File: src/rtl/replica_exchange_node.sv
// rtl/replica_exchange_node.sv - replica-exchange route endpoint with shadow-bank capture and swap
//
// Purpose: holds one replica's route (CITY_DIV beats of 8 x 7-bit cities) and
// total distance. On an exchange command it streams its own route to both
// neighbours while capturing the selected source (own stream, prev or folw)
// into a shadow bank, then makes the shadow live with a single bank swap.
//
// Ports:
//   clk, reset                 clock, asynchronous active-high reset
//   command_valid, command     exchange command strobe (NOP/SELF/PREV/FOLW)
//   busy, done                 exchange in progress / one-cycle commit pulse
//   out_valid/data/distance    transmit stream to both neighbours
//   prev_*, folw_*             receive streams from lower-/higher-beta neighbours
//   init_valid/addr/data       direct beat write to the live bank (idle only)
//   init_distance_valid/..     direct distance load (idle only)
//   rd_addr, rd_data           registered read port on the live bank
//   distance                   live distance
module replica_exchange_node #(
  parameter int CITY_NUM     = 30,
  parameter int CITY_DIV     = (CITY_NUM + 7) / 8,
  parameter int CITY_DIV_LOG = $clog2(CITY_DIV)
) (
  input  logic                    clk,
  input  logic                    reset,
  input  logic                    command_valid,
  input  logic [1:0]              command,
  output logic                    busy,
  output logic                    done,
  output logic                    out_valid,
  output logic [55:0]             out_data,
  output logic [17:0]             out_distance,
  input  logic                    prev_valid,
  input  logic [55:0]             prev_data,
  input  logic [17:0]             prev_distance,
  input  logic                    folw_valid,
  input  logic [55:0]             folw_data,
  input  logic [17:0]             folw_distance,
  input  logic                    init_valid,
  input  logic [CITY_DIV_LOG-1:0] init_addr,
  input  logic [55:0]             init_data,
  input  logic                    init_distance_valid,
  input  logic [17:0]             init_distance,
  input  logic [CITY_DIV_LOG-1:0] rd_addr,
  output logic [55:0]             rd_data,
  output logic [17:0]             distance
);

  localparam int CNT_W = CITY_DIV_LOG + 1;
  localparam logic [CNT_W-1:0] DIV_C = CNT_W'(CITY_DIV);

  typedef enum logic [1:0] {CMD_NOP, CMD_SELF, CMD_PREV, CMD_FOLW} exchange_command_t;
  typedef enum logic [1:0] {ST_IDLE, ST_XFER, ST_COMMIT} state_t;

  state_t            state_q, state_d;
  logic [CNT_W-1:0]  tx_cnt_q, tx_cnt_d;
  logic [CNT_W-1:0]  rx_cnt_q, rx_cnt_d;
  exchange_command_t src_q, src_d;
  logic              live_sel_q, live_sel_d;

  // Route storage is deliberately left without reset.
  logic [55:0] bank_q [2][CITY_DIV];
  logic [17:0] dist_q [2];
  logic [55:0] rd_data_q;

  logic        init_we, init_dist_we, rx_we, rx_dist_we;
  logic        src_valid;
  logic [55:0] src_data;
  logic [17:0] src_distance;

  // Transmit side: combinational from the live bank so beat k appears in the
  // cycle right after edge k, letting lockstep neighbours capture it on edge k+1.
  always_comb begin
    out_valid    = (state_q == ST_XFER) && (tx_cnt_q < DIV_C);
    out_data     = '0;
    out_distance = '0;
    if (out_valid) begin
      out_data     = bank_q[live_sel_q][tx_cnt_q[CITY_DIV_LOG-1:0]];
      out_distance = dist_q[live_sel_q];
    end
  end

  // SELF loops our own transmit stream back into the shadow bank.
  always_comb begin
    src_valid    = 1'b0;
    src_data     = '0;
    src_distance = '0;
    case (src_q)
      CMD_SELF: begin src_valid = out_valid;  src_data = out_data;  src_distance = out_distance;  end
      CMD_PREV: begin src_valid = prev_valid; src_data = prev_data; src_distance = prev_distance; end
      CMD_FOLW: begin src_valid = folw_valid; src_data = folw_data; src_distance = folw_distance; end
      default:  ;
    endcase
  end

  always_comb begin
    state_d      = state_q;
    tx_cnt_d     = tx_cnt_q;
    rx_cnt_d     = rx_cnt_q;
    src_d        = src_q;
    live_sel_d   = live_sel_q;
    busy         = 1'b0;
    done         = 1'b0;
    init_we      = 1'b0;
    init_dist_we = 1'b0;
    rx_we        = 1'b0;
    rx_dist_we   = 1'b0;
    case (state_q)
      ST_IDLE: begin
        init_we      = init_valid;
        init_dist_we = init_distance_valid;
        if (command_valid && (command != CMD_NOP)) begin
          state_d  = ST_XFER;
          tx_cnt_d = '0;
          rx_cnt_d = '0;
          src_d    = exchange_command_t'(command);
        end
      end
      ST_XFER: begin
        busy = 1'b1;
        if (tx_cnt_q < DIV_C) tx_cnt_d = tx_cnt_q + 1'b1;
        if (src_valid && (rx_cnt_q < DIV_C)) begin
          rx_we      = 1'b1;
          rx_dist_we = (rx_cnt_q == '0);
          rx_cnt_d   = rx_cnt_q + 1'b1;
        end
        // Looks at the updated count so the last rx beat moves straight to COMMIT.
        if (rx_cnt_d == DIV_C) state_d = ST_COMMIT;
      end
      ST_COMMIT: begin
        busy       = 1'b1;
        done       = 1'b1;
        live_sel_d = ~live_sel_q;
        state_d    = ST_IDLE;
      end
      default: state_d = ST_IDLE;
    endcase
  end

  always_ff @(posedge clk or posedge reset) begin
    if (reset) begin
      state_q    <= ST_IDLE;
      tx_cnt_q   <= '0;
      rx_cnt_q   <= '0;
      src_q      <= CMD_NOP;
      live_sel_q <= 1'b0;
    end else begin
      state_q    <= state_d;
      tx_cnt_q   <= tx_cnt_d;
      rx_cnt_q   <= rx_cnt_d;
      src_q      <= src_d;
      live_sel_q <= live_sel_d;
    end
  end

  // init writes target the live bank, rx writes the shadow; they never coincide.
  always_ff @(posedge clk) begin
    if (init_we) bank_q[live_sel_q][init_addr] <= init_data;
    if (rx_we)   bank_q[~live_sel_q][rx_cnt_q[CITY_DIV_LOG-1:0]] <= src_data;
  end

  always_ff @(posedge clk or posedge reset) begin
    if (reset) begin
      dist_q[0] <= '0;
      dist_q[1] <= '0;
    end else begin
      if (init_dist_we) dist_q[live_sel_q]  <= init_distance;
      if (rx_dist_we)   dist_q[~live_sel_q] <= src_distance;
    end
  end

  // Read through the next-cycle bank select so the swap edge already returns the new route.
  always_ff @(posedge clk or posedge reset) begin
    if (reset) rd_data_q <= '0;
    else       rd_data_q <= bank_q[live_sel_d][rd_addr];
  end

  assign rd_data  = rd_data_q;
  assign distance = dist_q[live_sel_q];

endmodule

File: config.mk
export PLATFORM = sky130hd
export DESIGN_NAME = replica_exchange_node
export DESIGN_NICKNAME = d
export VERILOG_FILES = /design/src/rtl/replica_exchange_node.sv
export SDC_FILE = /design/constraint.sdc
export NUM_CORES = 1
export LEC_CHECK = 0
export BUFFER_PORTS_ARGS = -buffer_cell sky130_fd_sc_hd__buf_2
export CAP_MARGIN = 10
export CORE_MARGIN = 10
export CORE_UTILIZATION = 52
export CTS_CLUSTER_SIZE = 30
export DETAILED_ROUTE_END_ITERATION = 6
export PLACE_DENSITY = 0.76
export SLEW_MARGIN = 10
export SYNTH_ARGS = -nofsm -noshare
export SYNTH_HDL_FRONTEND = slang
export SYNTH_SLANG_ARGS = --single-unit
File: constraint.sdc
create_clock -name clk -period 4.73 [get_ports clk]
set_clock_uncertainty 0.05 [all_clocks]
set_input_delay 0.473 -clock clk [delete_from_list [all_inputs] [get_ports clk]]
set_output_delay 0.473 -clock clk [all_outputs]
set_load 0.1 [all_outputs]
# [Word level (Yosys, flattened, before mapping)]
# Memories as Yosys holds them, arrays and structs flattened.
# Cells that the tools add are included.
[classes] addsub=2 mul=0 div_mod_pow=0 order_cmp=12 n_eq_ne=9 shift=0 mux=51 bitwise_logic=7 reduce_logical=17
[ops] op="2-to-1 mux 224 bit" count=4
[ops] op="2-to-1 mux 56 bit" count=7
[ops] op="binary-select mux 56 bit (select 2 bit)" count=2
[ops] op="demux 56 bit (select 2 bit)" count=2
[ops] op="OR reduction 224 bit" count=1
[ops] op="case mux 56 bit (3 select lines)" count=1
[ops] op="2-to-1 mux 18 bit" count=6
[ops] op="bitwise mux 36 bit" count=2
[ops] op="2-to-1 mux 36 bit" count=2
[ops] op="case mux 18 bit (3 select lines)" count=1
[ops] op="demux 18 bit (select 1 bit)" count=2
[ops] op=">= comparator 3 bit, second input constant" count=4
[ops] op="2-to-1 mux 1 bit" count=12
[ops] op="2-to-1 mux 3 bit" count=4
[ops] op="NOT 2 -> 3 bit" count=4
[ops] op="case mux 3 bit (2 select lines)" count=2
[ops] op="logical AND 1 bit" count=7
[ops] op="adder 3 x 1 -> 3 bit, second input constant" count=2
[ops] op="== test 2 bit, second input constant" count=3
[ops] op="< comparator 3 x 1 -> 1 bit, second input constant" count=2
[ops] op="< comparator 3 bit, second input constant" count=2
[ops] op="AND reduction 2 bit" count=3
[ops] op="== test 2 x 1 -> 1 bit, second input constant" count=2
[ops] op=">= comparator 2 bit, second input constant" count=2
[ops] op="other kinds (14)" count=19
[totals] reg_bits=103 latch_bits=0 ram_bits=448 rom_bits=0 input_bits=235 output_inout_bits=151 elab_cells=107 n_memories=1
[mem_list] memory="bank_q" depth=2 word_bits=224 rd=2 rd_clocked_by_memory_dff=0 wr=1 line="61" text="logic [55:0] bank_q [2][CITY_DIV];"

# [Logic depth before layout (Yosys ltp)]
[logic_depth] word_depth=10 mapped_depth=9 ltp_nobuf=6

# [Worst setup path before layout]
# OpenSTA, ideal clock, no wires.
[synth_timing] path_kind="reg2reg" startpoint="register rx_cnt_q[0]" endpoint="memory bank_q[0][0] (netlist name) (enable)" setup_ns=0.489 t_arrival_ns=4.567 required_ns=4.191 setup_slack_ns=-0.375 path_stages_with_launch=8 n_path_buf=2 period_less_slack_ns=5.105 path_cell_list="dfrtp_1 inv_1 ha_1 or4_1 and2_1 buf_2 buf_2 a21oi_1"
[synth_via] elab_chain_cells=8 elab_cells_between_ends=15 cone_classes="order compare (3); mux (8); bitwise (1); reduce/logical (3)"
[synth_rtl] item="start: declaration" line="56" text="logic [CNT_W-1:0] rx_cnt_q, rx_cnt_d;"
[synth_rtl] item="start signal: assignment" line="149" text="rx_cnt_q <= rx_cnt_d;"
[synth_rtl] item="< comparator 3 bit / NOT 2 -> 3 bit (equally long branches)" line="121, 158"
[synth_rtl] item="logical AND 1 bit (tied with other cells)" line="121" text="if (src_valid && (rx_cnt_q < DIV_C)) begin"
[synth_rtl] item="2-to-1 mux 1 bit / logical AND 1 bit (equally long branches)" line="121, 158"
[synth_rtl] item="2-to-1 mux 1 bit / 2-to-1 mux 56 bit (equally long branches)" line="107, 158"
[synth_rtl] item="2-to-1 mux 1 bit / demux 56 bit (select 2 bit) (equally long branches)" line="158" text="if (rx_we) bank_q[~live_sel_q][rx_cnt_q[CITY_DIV_LOG-1:0]] <= src_data;"
[synth_rtl] item="2-to-1 mux 224 bit (not written as such) (*)" line="158"
[synth_rtl] item="OR reduction 224 bit (no source line)"
[synth_rtl] item="2-to-1 mux 1 bit (no source line) / 2-to-1 mux 224 bit (equally long branches)"
[synth_rtl] item="end: declaration" line="61"
# Mark *: on every way between the ends. The rest lies on a longest branch, timed or not.

# [Final worst setup path]
[layout_timing] startpoint="register live_sel_q" endpoint="output port out_data[46]"
[layout_via] elab_chain_cells=5
[layout_rtl] item="start: declaration" line="58" text="logic live_sel_q, live_sel_d;"
[layout_rtl] item="start signal: assignment" line="151" text="live_sel_q <= live_sel_d;"
[layout_rtl] item="memory read (2 x 224 bit)"
[layout_rtl] item="binary-select mux 56 bit (select 2 bit)" line="77" text="out_data = bank_q[live_sel_q][tx_cnt_q[CITY_DIV_LOG-1:0]];"
[layout_rtl] item="2-to-1 mux 56 bit (not written as such) (2 in a row)" line="77"
[layout_rtl] item="2-to-1 mux 56 bit" line="76" text="if (out_valid) begin"
[layout_rtl] item="end: declaration" line="30" text="output logic [55:0] out_data,"
# Every way passes these cells. The select of a mux whose other input is x is not followed.

==> flow_metrics.py <==
metrics = {
    "sta": {
        "fmax_mhz": 251,
        "tightest_slew_ns": 1.23,
        "slew-limit-headroom": 0.180,
        "slew_violations": 0,
        "holdWs_ns": 0.00408,
        "min_period_ns": 3.99,
        "hold_violations": 0,
        "setup_tns_ns": 0,
        "finalSetupViolations": 0,
        "grt_setup_unrepaired": "false",
        "fin_crit_sh": 0.843,
    },
    "clock_network": {
        "cts_root_buf": "clkbuf_16",
        "clk_pin_slew_ns": 0.06,
        "htreeDepth": 2,
        "ctsHoldBuffers": 0,
        "cts_tree": "yes",
        "postCtsSetupRepairBufs": 0,
        "clock_sinks": 551,
        "cts-resized-gates": 0,
        "clock_latency_ns": 0.62,
        "cts_buffer_depth": 3,
        "numCtsBuffers": 55,
    },
    "route": {
        "ant_nets": 0,
        "drt_iter0_drc": 1998,
        "viasPerCell": 6.39,
        "wire_per_inst_um": 27.6,
        "drt-total-wl_um": 80400,
        "drc_errors": 0,
        "vias": 18600,
        "drt-pass1-iter-count": 6,
    },
    "global_route": {
        "first_global_vias": 19300,
        "grt_pass1_wl_um": 120000,
        "grt_max_degree": 78,
        "overflow": 0,
        "antenna_found_initial": 4,
        "track_usage": 0.249,
    },
    "layout": {
        "fillCellCount": 3846,
        "drive_gt1_frac": 0.388,
        "areaGrowthSynthToFinish_pct": 16.5,
        "seqCellArea_um2": 16000,
        "nets": 2422,
        "multi_input_area_um2": 10600,
    },
    "die": {
        "core_um2": 52300,
        "dieWidth_um": 250,
        "io_pins": 386,
        "row_count": 84,
        "start_util": 0.524,
        "fp.dieArea_um2": 62300,
        "die_y_um": 250,
    },
    "critical_path": {
        "cp-end-kind": "output port",
        "crit_chain": "buf_4, mux2i_1, a21oi_1, nand4_1, inv_1, buf_2",
        "start_kind": "register",
        "worst_r2r_path_depth": 6,
        "r2r_start": "rx_cnt_q[0]",
        "worstPathArrival_ns": 3.46,
        "slowest_delay_ns": 0.81,
        "crit_required_ns": 4.21,
        "worstPathMaxFanout": 48,
        "r2r_end": "bank_q[1][69]",
        "path_delay_family": "buffers and inverters",
        "crit_type": "reg -> out",
        "cp_num_buf_inv": 3,
        "slowest_stage": "dfrtp_4",
        "rrSetupSlack_ns": 1.04,
    },
    "worst_hold_path": {
        "hold_class": "in -> async",
    },
    "job": {
        "cap_violations": 0,
    },
    "logic_synthesis": {
        "ys.flop_type": "edfxtp_1",
        "avgSynthCellArea_um2": 15.0,
        "syn_nets": 2077,
        "ys_seq_elements": 551,
        "yosysSeqAreaShare": 0.585,
        "netlist_instances": 1832,
        "yosysUniqueCellTypes": 39,
        "synth_edf_count": 448,
        "yosysWarnings": 0,
        "synthArstFlopShare": 0.187,
        "syn_area_um2": 27400,
    },
    "placed_design": {
        "io_buffers": 385,
        "place.gp.congestion": 0.925,
        "hpwl_um": 52000,
    },
    "outcome": {
        "status": "completed",
    },
}
-- cells by family after synthesis --
logic type	Yosys count	synth area share
mux	561	0.265
flops	551	0.585
xor+xnor	1	0.000320
fa+ha+maj	10	0.00457
compound gates	275	0.0687
buf+inv	215	0.0355
simple gates	219	0.0406
-- metal layers --
layer / GRT usage / up-vias / wire, µm
li1: - / 7974 / -
met4: 0.0984 / 2 / 2690
met3: 0.0465 / 169 / 7610
met5: 0 / - / 13
met1: 0.318 / 9376 / 30900
met2: 0.413 / 1094 / 39200
-- through the flow --
| step | instance area (µm²) | worst slack [ns] | utilization | cells |
|---|---|---|---|---|
| 6_report | 31900 | 0.743 | 0.610 | 2912 |
| 5_1_grt | 31900 | 0.639 | 0.610 | 2911 |
| 4_1_cts | 31900 | 0.820 | 0.610 | 2911 |
| 3_5_place_dp | 30100 | 1.09 | 0.575 | 2808 |
| 3_3_place_gp | 30100 | 1.17 | 0.575 | 2808 |
| 2_1_floorplan | 27400 | -0.375 | - | 1832 |
-- synth_stat cells (4+ instances only) --
library cell | number | area share
buf_2 | 43 | 0.0079
and2_1 | 4 | 0.00091
nand2_1 | 70 | 0.0096
mux4_2 | 112 | 0.092
buf_6 | 10 | 0.0041
buf_4 | 10 | 0.0027
nand4_1 | 42 | 0.0096
ha_1 | 10 | 0.0046
inv_1 | 67 | 0.0092
edfxtp_1 | 448 | 0.49
nor2b_1 | 4 | 0.00091
o211ai_1 | 5 | 0.0014
nor3_1 | 18 | 0.0033
o22a_1 | 36 | 0.012
mux2i_1 | 244 | 0.089
mux2_2 | 205 | 0.084
a21oi_1 | 122 | 0.022
o221ai_1 | 20 | 0.0064
a32oi_1 | 38 | 0.012
dfrtp_1 | 103 | 0.094
buf_1 | 5 | 0.00068
nor2_1 | 25 | 0.0034
and3_1 | 38 | 0.0087
a22oi_1 | 45 | 0.012
nand3_1 | 8 | 0.0015
clkbuf_1 | 80 | 0.011
-- state kept, by name (all words and copies together), names as in the netlist --
signal	flops
bank_q	448
rd_data	56
dist_q	36
rx_cnt_q	3
tx_cnt_q	3
src_q	2
state_q	2
live_sel_q	1
-- worst max-delay path by stage --
stage	start	to	slack (ns)	depth (start not counted)
5_1_grt	live_sel_q	out_data[33]	0.64	6
4_1_cts	live_sel_q	out_data[46]	0.82	6
3_5_place_dp	rx_cnt_q[0]	bank_q[1][69]	1.09	6
3_3_place_gp	rx_cnt_q[0]	bank_q[1][211]	1.17	6
2_1_floorplan	rx_cnt_q[0]	bank_q[0][0]	-0.38	7
6_report	live_sel_q	out_data[46]	0.74	6
-- layout make-up --
type,count,area share
flip-flops and latches,551,0.503
diodes,1,0.0000784
well taps,688,0.0270
multi-input cells,1066,0.331
clock inverters,34,0.0109
repair buffers,436,0.0749
inverters,67,0.00796
clock buffers,69,0.0454
-- worst reg2reg max path, stage by stage (launching register included) --
cell	delay (ns)
dfrtp_1	0.46
inv_1	0.12
ha_1	0.28
or4_2	1.00
and2_4	0.54
a21oi_4	0.66
buf_12	0.27
-- cells in the final DEF (no fill, tap or decap), types with 42 or more instances in the layout --
cell | synthesis | layout
nand4_1 | 42 | 42
mux2_2 | 205 | 205
a22oi_1 | 45 | 45
buf_2 | 43 | 383
mux4_2 | 112 | 112
clkbuf_16 | 0 | 55
dfrtp_1 | 103 | 99
a21oi_1 | 122 | 114
buf_4 | 10 | 47
inv_1 | 67 | 66
nand2_1 | 70 | 69
mux2i_1 | 244 | 244
edfxtp_1 | 448 | 448
Power is left out: the tool's default activity adds up to more than one toggle a clock period on the data nets, which glitch-free logic cannot reach.
